==> src/rtl/a2d_scan_sched_pkg.sv <==
// Shared constants and state type for the A2D conversion scheduler.
package a2d_pkg;
    localparam int NUM_CH = 8;
    localparam int CH_W   = $clog2(NUM_CH);
    localparam int RES_W  = 12;

    typedef enum logic [1:0] {
        IDLE  = 2'd0,
        GAP   = 2'd1,
        START = 2'd2,
        CONV  = 2'd3
    } sched_state_t;
endpackage

==> src/rtl/a2d_scan_sched_rr_pick.sv <==
// Find-first-set over the channel mask starting at ptr, wrapping; purely combinational.
module rr_pick
    import a2d_pkg::*;
(
    input  logic [NUM_CH-1:0] mask,
    input  logic [CH_W-1:0]   ptr,
    output logic [CH_W-1:0]   sel,
    output logic              any
);

    logic [CH_W-1:0] idx;

    // Walk offsets from farthest to nearest so the nearest set bit wins.
    always_comb begin
        sel = '0;
        idx = '0;
        for (int i = NUM_CH - 1; i >= 0; i--) begin
            idx = CH_W'((int'(ptr) + i) % NUM_CH);
            if (mask[idx]) sel = idx;
        end
    end

    assign any = |mask;

endmodule

==> src/rtl/a2d_scan_sched.sv <==
// Shares one A2D interface between a round-robin channel scan and a priority one-shot requester.
// Result one clock after cnv_cmplt; GAP_CYC idle clocks between conversions; optional A2D_TIMEOUT_EN.
module a2d_scan_sched
    import a2d_pkg::*;
#(
    parameter int GAP_CYC = 16,
    parameter int TO_CYC  = 4096
) (
    input  logic              clk,
    input  logic              rst_n,
    input  logic              scan_en,
    input  logic [NUM_CH-1:0] en_mask,
    input  logic              req,
    input  logic [CH_W-1:0]   req_chnl,
    output logic              req_gnt,
    output logic              req_done,
    output logic              strt_cnv,
    output logic [CH_W-1:0]   chnnl,
    input  logic              cnv_cmplt,
    input  logic [RES_W-1:0]  res,
    output logic              res_vld,
    output logic [CH_W-1:0]   res_chnl,
    output logic [RES_W-1:0]  res_data,
    output logic              res_pri,
    output logic              busy
`ifdef A2D_TIMEOUT_EN
    ,
    output logic              to_err
`endif
);

    localparam int GAP_W = (GAP_CYC > 1) ? $clog2(GAP_CYC) : 1;
    localparam logic [GAP_W-1:0] GAP_LOAD = GAP_W'(GAP_CYC - 1);

    sched_state_t      state, nxt;
    logic [CH_W-1:0]   ptr;
    logic [CH_W-1:0]   chnnl_q;
    logic [CH_W-1:0]   nxt_ptr;
    logic              pri;
    logic [GAP_W-1:0]  gap_cnt;
    logic [CH_W-1:0]   pick_sel;
    logic              pick_any;
    logic              work;
    logic              grant_pri;
    logic              grant_scan;
    logic              timeout;
    logic              finish;

    rr_pick u_pick (
        .mask (en_mask),
        .ptr  (ptr),
        .sel  (pick_sel),
        .any  (pick_any)
    );

    assign work    = req | (scan_en & pick_any);
    assign finish  = (state == CONV) && (cnv_cmplt || timeout);
    assign nxt_ptr = (chnnl_q == CH_W'(NUM_CH - 1)) ? '0 : chnnl_q + CH_W'(1);

    always_comb begin
        nxt        = state;
        grant_pri  = 1'b0;
        grant_scan = 1'b0;
        case (state)
            IDLE: begin
                if (work) nxt = START;
            end
            START: begin
                if (req)                       grant_pri  = 1'b1;
                else if (scan_en && pick_any)  grant_scan = 1'b1;
                nxt = (grant_pri || grant_scan) ? CONV : IDLE;
            end
            CONV: begin
                if (finish) nxt = GAP;
            end
            GAP: begin
                if (gap_cnt == '0) nxt = work ? START : IDLE;
            end
            default: nxt = IDLE;
        endcase
    end

    // chnnl is driven straight from the arbiter in the start cycle so it is
    // valid alongside strt_cnv, then held from the register until completion.
    assign strt_cnv = grant_pri | grant_scan;
    assign req_gnt  = grant_pri;
    assign chnnl    = grant_pri  ? req_chnl :
                      grant_scan ? pick_sel : chnnl_q;
    assign busy     = (state == START) || (state == CONV) ||
                      ((state == GAP) && (gap_cnt != '0));

    always_ff @(posedge clk) begin
        if (!rst_n) begin
            state    <= IDLE;
            ptr      <= '0;
            chnnl_q  <= '0;
            pri      <= 1'b0;
            gap_cnt  <= '0;
            res_vld  <= 1'b0;
            res_chnl <= '0;
            res_data <= '0;
            res_pri  <= 1'b0;
            req_done <= 1'b0;
        end else begin
            state    <= nxt;
            res_vld  <= 1'b0;
            req_done <= 1'b0;
            if (strt_cnv) begin
                chnnl_q <= chnnl;
                pri     <= grant_pri;
            end
            if (finish) begin
                res_vld  <= cnv_cmplt;
                req_done <= pri;
                if (cnv_cmplt) begin
                    res_data <= res;
                    res_chnl <= chnnl_q;
                    res_pri  <= pri;
                end
                // Priority conversions leave the scan position untouched.
                if (!pri) ptr <= nxt_ptr;
                gap_cnt <= GAP_LOAD;
            end else if ((state == GAP) && (gap_cnt != '0)) begin
                gap_cnt <= gap_cnt - 1'b1;
            end
        end
    end

`ifdef A2D_TIMEOUT_EN
    logic [11:0] to_cnt;

    // Fires on the last CONV clock so to_err lands TO_CYC clocks after strt_cnv.
    assign timeout = (state == CONV) && !cnv_cmplt && (to_cnt == 12'(TO_CYC - 2));

    always_ff @(posedge clk) begin
        if (!rst_n) begin
            to_cnt <= '0;
            to_err <= 1'b0;
        end else begin
            to_err <= timeout;
            if (state != CONV) to_cnt <= '0;
            else               to_cnt <= to_cnt + 12'd1;
        end
    end
`else
    assign timeout = 1'b0;
`endif

endmodule
==> config.mk <==
export PLATFORM = sky130hd
export DESIGN_NAME = a2d_scan_sched
export DESIGN_NICKNAME = d
export VERILOG_FILES = /design/src/rtl/a2d_scan_sched_pkg.sv /design/src/rtl/a2d_scan_sched_rr_pick.sv /design/src/rtl/a2d_scan_sched.sv
export SDC_FILE = /design/constraint.sdc
export NUM_CORES = 1
export LEC_CHECK = 0
export ABC_AREA = 0
export CAP_MARGIN = 10
export CORE_UTILIZATION = 39
export CTS_BUF_LIST = sky130_fd_sc_hd__clkbuf_4 sky130_fd_sc_hd__clkbuf_8
export CTS_CLUSTER_SIZE = 30
export DETAILED_ROUTE_END_ITERATION = 10
export GPL_ROUTABILITY_DRIVEN = 1
export PLACE_DENSITY = 0.71
export SLEW_MARGIN = 20
export SYNTH_ARGS = -nofsm -noshare
export SYNTH_HDL_FRONTEND = slang
export SYNTH_SLANG_ARGS = --single-unit
==> constraint.sdc <==
create_clock -name clk -period 5.4 [get_ports clk]
set_clock_uncertainty 0.2 [all_clocks]
set_input_delay 0.54 -clock clk [delete_from_list [all_inputs] [get_ports clk]]
set_output_delay 0.54 -clock clk [all_outputs]
set_load 0.01 [all_outputs]
==> impl_metrics.tcl <==
set metrics [dict create \
    die_h_um 77.34 \
    p_seq_share_pct 40.7 \
    synth_cell_types 53 \
    cts_resized 0 \
    cts_sinks 31 \
    drive_above_1_share_pct 9.211 \
    num_antenna_cells 0 \
    die_w_um 77.34 \
    cp_common_cell "mux2i_1" \
    rows 27 \
    multi_input_area_um2 1488 \
    cts_root_buf "clkbuf_8" \
    antenna_left 0 \
    clk_path_buf_depth 2 \
    finalSetupTns_ns 0 \
    path_buf_inv 2 \
    intPower_uw 444.2 \
    slowest_stage "ha_1" \
    cp-end-kind "output pin" \
    synth_ff_type "dfxtp_1" \
    maxCapViolations 0 \
    io_buffers 51 \
    post-route-util_pct 52.67 \
    dr.first_iter.drc_count 117 \
    clk_latency_ns 0.27 \
    power_leakage_nw 1.043 \
    nFillCells 516 \
    grt_pass1_wl_um 9045 \
    vias 2060 \
    tritoncts "done" \
    synth_area_per_cell_um2 8.612 \
    grt_usage_pct 18.53 \
    grt.overflow.total 0 \
    synth_enable_flop_cells 0 \
    synth-seq-cells 31 \
    arrival_ns 3.62 \
    hold_buffers 0 \
    synth_nets 290 \
    die_area_um2 5981 \
    vias_per_cell 5.479 \
    outcome "complete, no violations" \
    synth_warnings 0 \
    syn-instance-count 257 \
    initial_utilization_pct 40.44 \
    layout_common_cells "51 x clkdlybuf4s50_1, 50 x nand2_1, 31 x dfxtp_1" \
    grt_max_degree 34 \
    grt_setup_unrepaired "no" \
    crit_type "reg2out" \
    cts_setup_buffers 0 \
    grt_pass1_vias 1934 \
    cp.depth 9 \
    h-tree-depth 2 \
    synth_area_um2 2213 \
    ff2ff_path_depth 8 \
    synth_sequential_area_ratio_pct 28.04 \
    critPathTopFamily "multiplexers" \
    drc 0 \
    period_share_pct 80.71 \
    hp-class "reg2reg" \
    p_per_area_nw_per_um2 205.0 \
    fmax_ghz 0.2294 \
    area.sequential_um2 620.6 \
    relSlewSlack_pct 33.47 \
    cp.required_ns 4.66 \
    ios 52 \
    switchingPower_uw 146.6 \
    critPathLaunchType "flop" \
    finalHoldViolCount 0 \
    sw_frac_of_total_pct 24.81 \
    clkTransAtPathRegs_ns 0.07 \
    crit_fanout 14 \
    routed_wirelength_um 5366 \
    post-route-min-period_ns 4.359 \
    antenna_found_initial 0 \
    cts_made_buffers 5 \
    synthArstFlopShare_pct 0 \
    ir_worst_vdd_mv 0.1783 \
    crit_chain "inv_1 -> ha_1 -> mux4_2 -> mux2i_1 -> mux2i_1 -> or3_1 -> a21oi_1 -> o21ai_1 -> clkdlybuf4s50_1" \
    critical_path.max_stage_delay_ns 0.70 \
    tightest_slew_ns 0.9948 \
    placeableCoreArea_um2 5473 \
    hold_depth 2 \
    first_pass_iters 4 \
    layout_commonest_cell "clkdlybuf4s50_1" \
    syn2layout_area_growth_pct 30.24 \
    clockPowerShare_pct 39.8 \
    wire_per_inst_um 14.27 \
    gp_congestion 0.8098 \
    fin_nets 336 \
    p_comb_share_pct 19.4 \
    hpwlAfterDp_um 3865 \
    setup_violations 0 \
    slew_violations 0 \
]
==> final timing paths <==
| path | start | end | slack, ns |
|---|---|---|---|
| max reg2reg | ptr[1] | chnnl_q[1] | 2.23 |
| min | res_data[9] | res_data[9] | 0.27 |
| min reg2reg | res_data[9] | res_data[9] | 0.27 |
| max | ptr[1] | chnnl[1] | 1.04 |
==> cells in the mapped netlist (5+ instances only) <==
library cell / number / area, µm²
nand3_1: 6 / 30.03
dfxtp_1: 31 / 620.6
mux2_2: 7 / 78.83
nor2_1: 10 / 37.54
a21oi_1: 8 / 40.04
inv_1: 11 / 41.29
ha_1: 5 / 62.56
o21ai_0: 8 / 40.04
a21boi_0: 24 / 180.2
buf_2: 5 / 25.02
nand2_1: 50 / 187.7
mux2i_1: 17 / 170.2
clkbuf_1: 8 / 30.03
==> area by class of cell <==
cell class | instances | area share, %
Clock buffer | 6 | 2.865
Clock inverter | 2 | 1.215
Inverter | 11 | 1.432
Multi-Input combinational cell | 201 | 51.61
Sequential cell | 31 | 21.53
Tap cell | 72 | 3.125
Timing Repair Buffer | 53 | 18.23
==> worst min-delay path, cell delays in order, from the launching register on <==
cell      delay (ns)
dfxtp_1         0.31
nand2_1         0.04
a21boi_0        0.06
==> state kept, by name, indices dropped and copies added, names as in the netlist, 2 cells and up <==
register / count
res_data: 12
gap_cnt: 4
chnnl_q: 3
ptr: 3
res_chnl: 3
state: 2
==> metrics by stage <==
stage | setup WS, ns | hold WS (ns) | cells | area, µm² | power, mW
after floorplan | 1.895 | 0.2538 | 257 | 2213 | 0.3088
after global placement | 1.314 | 0.2555 | 368 | 2763 | 0.3578
after detailed placement | 1.293 | 0.2602 | 368 | 2765 | 0.3598
after CTS | 1.043 | 0.2698 | 376 | 2883 | 0.5957
after global routing | 0.8101 | 0.2815 | 376 | 2883 | 0.6179
final | 1.041 | 0.2652 | 376 | 2883 | 0.5908
==> routing by layer <==
layer	global-route usage (%)	part of all wire, %	up-vias
met4	1.887	0.11	0
met1	25.49	49	989
li1	-	-	1030
met3	4.000	4.1	2
met2	30.62	46	39
met5	0	0	-
==> cells by family after synthesis <==
family	after synthesis	synth area share [%]
AND/OR/NAND/NOR	91	19.05
multiplexers	33	20.75
flip-flops	31	28.04
AO/OA/AOI/OAI	65	21.71
XOR/XNOR	7	2.770
buffers and inverters	25	4.861
adder cells (fa/ha/maj)	5	2.826
==> power by group through the flow <==
stage               combinational [mW]  sequential (mW)  clock, mW
floorplan                       0.0640            0.245          0
global placement                 0.112            0.246          0
detailed placement               0.114            0.246          0
CTS                              0.115            0.240      0.241
global route                     0.127            0.241      0.250
finish                           0.115            0.241      0.235
(Power assumes the default switching activity.)
